### src/rtl/dino_score_display.sv
// Score/high-score keeper and digit feeder for the four-digit 7-segment driver.
// Tracks a BCD game score, a session high score and a blinking game-over phase.
module dino_score_display #(
   parameter int BLINK_HALF_PERIOD = 250
) (
   input  logic       clk_i,
   input  logic       rst_ni,
   input  logic       tick_i,
   input  logic       start_i,
   input  logic       score_inc_i,
   input  logic       game_over_i,
   input  logic       show_high_i,
   output logic [1:0] state_o,
   output logic       digit0_en_o,
   output logic [3:0] digit0_o,
   output logic       digit1_en_o,
   output logic [3:0] digit1_o,
   output logic       digit2_en_o,
   output logic [3:0] digit2_o,
   output logic       digit3_en_o,
   output logic [3:0] digit3_o
);

   localparam int CNT_W = (BLINK_HALF_PERIOD > 1) ? $clog2(BLINK_HALF_PERIOD) : 1;
   localparam logic [CNT_W-1:0] CNT_LAST = CNT_W'(BLINK_HALF_PERIOD - 1);

   typedef enum logic [1:0] {
      IDLE = 2'b00,
      RUN  = 2'b01,
      OVER = 2'b10,
      BAD  = 2'b11
   } state_t;

   state_t           state_q;
   logic [15:0]      score_q;
   logic [15:0]      high_q;
   logic [CNT_W-1:0] blink_cnt_q;
   logic             blink_ph_q;
   logic [15:0]      score_next;
   logic [15:0]      disp;
   logic             show_en;

   // Digit-wise BCD increment that sticks at 9999 instead of wrapping.
   function automatic logic [15:0] bcd_inc(input logic [15:0] v);
      logic [15:0] r;
      logic        carry;
      r     = v;
      carry = 1'b1;
      if (v == 16'h9999) return v;
      for (int i = 0; i < 4; i++) begin
         if (carry) begin
            if (v[4*i +: 4] == 4'd9) begin
               r[4*i +: 4] = 4'd0;
            end else begin
               r[4*i +: 4] = v[4*i +: 4] + 4'd1;
               carry       = 1'b0;
            end
         end
      end
      return r;
   endfunction

   assign score_next = score_inc_i ? bcd_inc(score_q) : score_q;

   always_ff @(posedge clk_i) begin
      if (!rst_ni) begin
         state_q     <= IDLE;
         score_q     <= '0;
         high_q      <= '0;
         blink_cnt_q <= '0;
         blink_ph_q  <= 1'b1;
      end else begin
         blink_cnt_q <= '0;
         blink_ph_q  <= 1'b1;
         case (state_q)
            IDLE: begin
               if (start_i) begin
                  state_q <= RUN;
                  score_q <= '0;
               end
            end
            RUN: begin
               score_q <= score_next;
               // Packed BCD compares correctly as unsigned since every digit is 0-9.
               if (game_over_i) begin
                  state_q <= OVER;
                  if (score_next > high_q) high_q <= score_next;
               end
            end
            OVER: begin
               if (start_i) begin
                  state_q <= RUN;
                  score_q <= '0;
               end else begin
                  blink_cnt_q <= blink_cnt_q;
                  blink_ph_q  <= blink_ph_q;
                  if (tick_i) begin
                     if (blink_cnt_q == CNT_LAST) begin
                        blink_cnt_q <= '0;
                        blink_ph_q  <= ~blink_ph_q;
                     end else begin
                        blink_cnt_q <= blink_cnt_q + CNT_W'(1);
                     end
                  end
               end
            end
            default: state_q <= IDLE;
         endcase
      end
   end

   assign state_o = state_q;
   assign disp    = show_high_i ? high_q : score_q;
   assign show_en = (state_q != OVER) || blink_ph_q;

   assign digit0_o = disp[3:0];
   assign digit1_o = disp[7:4];
   assign digit2_o = disp[11:8];
   assign digit3_o = disp[15:12];

   assign digit3_en_o = show_en && (disp[15:12] != 4'd0);
   assign digit2_en_o = show_en && (disp[15:8] != 8'd0);
   assign digit1_en_o = show_en && (disp[15:4] != 12'd0);
   assign digit0_en_o = show_en;

endmodule

### config.mk
export PLATFORM = sky130hd
export DESIGN_NAME = dino_score_display
export DESIGN_NICKNAME = d
export VERILOG_FILES = /design/src/rtl/dino_score_display.sv
export SDC_FILE = /design/constraint.sdc
export NUM_CORES = 1
export LEC_CHECK = 0
export CELL_PAD_IN_SITES_DETAIL_PLACEMENT = 1
export CELL_PAD_IN_SITES_GLOBAL_PLACEMENT = 2
export CORE_UTILIZATION = 32
export CTS_BUF_LIST = sky130_fd_sc_hd__clkbuf_2
export DETAILED_ROUTE_END_ITERATION = 6
export PLACE_DENSITY = 0.82
export SLEW_MARGIN = 20
export SYNTH_ARGS = -nofsm -noshare
export SYNTH_HDL_FRONTEND = slang
export SYNTH_SLANG_ARGS = --single-unit
### constraint.sdc
create_clock -name clk_i -period 3 [get_ports clk_i]
set_clock_uncertainty 0.15 [all_clocks]
set_input_delay 0.45 -clock clk_i [delete_from_list [all_inputs] [get_ports clk_i]]
set_output_delay 0.45 -clock clk_i [all_outputs]
set_load 0.03 [all_outputs]
==> results.cfg <==
[worst_hold_path]
hp-class = register to register

[die]
die_h_um = 96.9
initial_core_util_pct = 33.0
die_x_um = 96.9
io_pins = 29
core_area_sq_um = 8720
rows = 34
dieArea_sq_um = 9380

[clock_network]
clockBufferDepth = 2
cts_tree = built
htree_levels = 2
cts_buffers = 5
clock-sinks = 43
worstSkewPairLatency_ns = 0.46
cts_hold_buf = 0
clockRootBuffer = clkbuf_2
clk_pin_slew_ns = 0.28

[detailed_routing]
drtIter0Drc = 116
num_vias = 2886
drc = 0
first_pass_iters = 4
drt_wl_total_um = 9590
vias_per_cell = 5.19
ant_nets = 0
post_drt_wl_per_cell_um = 17.2

[place]
port_buffers = 28
place.gp.congestion = 0.784
dp_hpwl_um = 6750
place_area_sq_um = 3790

[job]
max_cap_violations = 0

[timing]
setup_viol = 16
max_slew.worst_pin.slew_ns = 0.742
period_share_pct = 110
fin_ws_ns = -0.296
rsz0062_at_grt = yes
fin_crit_ns = 3.30
finalMaxSlewViolations = 0
fmax_mhz = 303
hold_viol = 0
maxSlewHeadroom_pct = 50.3

[power]
p_leak_nw = 1.71
power_w = 0.000992
power.density_nw_per_um2 = 242
vdd_drop_max_uv = 122

[cells_and_area]
diodes = 0
drive_gt1_share_pct = 33.7
final_nets = 480
final_cell_area_sq_um = 4090
syn_to_final_growth_pct = 42.1

[synthesis]
synthFlopType = dfxtp_1
ys_types = 56
synth_edf_count = 0
synth_seq_cells = 43
ys_warn_count = 0
yosysSeqAreaShare_pct = 29.9
synth_cells = 342
synth_nets = 375
syn_area_per_cell_sq_um = 8.42
synth-async-reset-ratio_pct = 0
synthesis.area_sq_um = 2880

[outcome]
violations = setup timing
status = finished with violations

[critical_path]
worstPathRequired_ns = 3.25
slowest_delay_ns = 0.40
worstSetupEndpointType = register
crit_fanout = 6
crit_arrival_ns = 3.55
cp_slowest_cell = dfxtp_2
critPathTopFamily = simple AND/OR/NAND/NOR gates
cp_cell_sequence = inv_2 -> ha_4 -> and3b_2 -> nor4_4 -> buf_4 -> mux2i_4 -> ha_4 -> nand4_1 -> buf_4 -> a2111o_1 -> a31oi_4 -> buf_6 -> mux2i_1
path_class = register to register
startpoint_type = register
path_buf_inv = 4
reg2reg_slack_ns = -0.30

[global_routing]
antenna_found_initial = 0
grtUsageTotal_pct = 20.6
grt_max_degree = 35
grt_pass1_vias = 3078
grt-ovfl-total = 0
grt_pass1_wl_um = 15500
==> sequential cells by signal, indices dropped and copies added, names as in the netlist <==
signal       count
high_q          16
score_q         16
blink_cnt_q      8
state_o          2
blink_ph_q       1
==> cell usage in the layout, fill, tap and decap left out, types with 2 or more instances in the layout <==
master and count:
o22ai_1 2, o2bb2ai_1 2, dfxtp_1 35, nor2_1 32, inv_6 2, a22oi_1 12, a21oi_1 8, mux2i_1 18
xor2_1 5, a311o_1 2, a31oi_1 2, nor4_4 2, clkdlybuf4s50_1 18, nand3b_1 4, nor2b_1 3, and3b_1 2
nand3_1 9, ha_1 20, mux2_4 3, nand2b_1 2, nand2_1 50, dfxtp_2 8, clkbuf_2 6, inv_1 20
ha_4 6, mux2_2 10, o21ai_0 14, xnor2_1 5, or4_4 2, nand4_1 10, buf_4 88, buf_6 5
and2_1 3, inv_2 4
==> layer usage <==
metal	track usage, %	routed length (um)	up-vias
li1	-	-	1420
met1	26.1	4370	1417
met2	36.6	4850	37
met3	3.25	249	12
met4	4.48	125	0
met5	0	0	-
==> cell type report <==
cell class / instances / area, sq um
fillers: 1029 / 4630
multi-input cells: 258 / 2020
repair buffers: 114 / 916
flip-flops and latches: 43 / 871
well taps: 108 / 135
inverters: 25 / 93.8
clock inverters: 3 / 26.3
clock buffers: 5 / 25.0
==> through the flow <==
stage               hold slack [ns]  cells  setup TNS (ns)  setup WS (ns)  util [%]
floorplan                     0.294    342               0         0.0119         -
global placement              0.305    531          -11.70         -0.636      43.5
detailed placement            0.317    531          -13.10         -0.732      43.5
CTS                           0.348    549           -2.78         -0.212      46.1
global route                  0.364    556           -6.10         -0.412      46.9
finish                        0.344    556           -4.24         -0.296      46.9
==> kinds of logic (layout without fill, tap and decap cells) <==
kind of cell    after synthesis  after routing  share of synthesized area, %
xor+xnor                     10             10                          3.04
flops                        43             43                          29.9
fa+ha+maj                    26             26                          11.3
buf+inv                      41            147                          6.17
compound gates               58             58                          14.3
mux                          32             32                          11.8
simple gates                132            132                          23.4
==> where the power goes <==
part | total (W) | switching [W] | internal (W)
Clock | 0.000299 | 0.000232 | 0.0000661
Combinational | 0.000114 | 0.0000685 | 0.0000453
Sequential | 0.000580 | 0.00000335 | 0.000576
Total | 0.000992 | 0.000304 | 0.000688
==> cell usage after synthesis, drive strengths merged (7+ instances only) <==
library cell  count  area, sq um
nand2            50          188
nor2             32          120
inv              24         90.1
o21ai            15         75.1
dfxtp            43          861
a21oi             8         40.0
nand4            10         62.6
buf               7         50.1
a22oi            12         90.1
mux2i            19          190
clkbuf            9         33.8
nand3            10         50.1
mux2             13          150
ha               26          325
==> worst paths after layout <==
kind / start / end / depth (start not counted)
worst max register to register: score_q[13] / high_q[5] / 13
worst min register to register: high_q[8] / high_q[8] / 2
worst max-delay path: score_q[13] / high_q[5] / 13
worst min-delay path: high_q[8] / high_q[8] / 2
==> repair_timing <==
item                       4_1_cts  5_1_grt
gates resized for setup         37       16
setup endpoints to repair       20       19
pin swaps                        8        7
setup buffers                   10        9
gates cloned                     1        0
==> worst min-delay path, stage by stage, from the launching register on <==
cell     delay [ns]
dfxtp_1        0.38
nand2_1        0.06
mux2i_1        0.05
(Power assumes the default switching activity.)
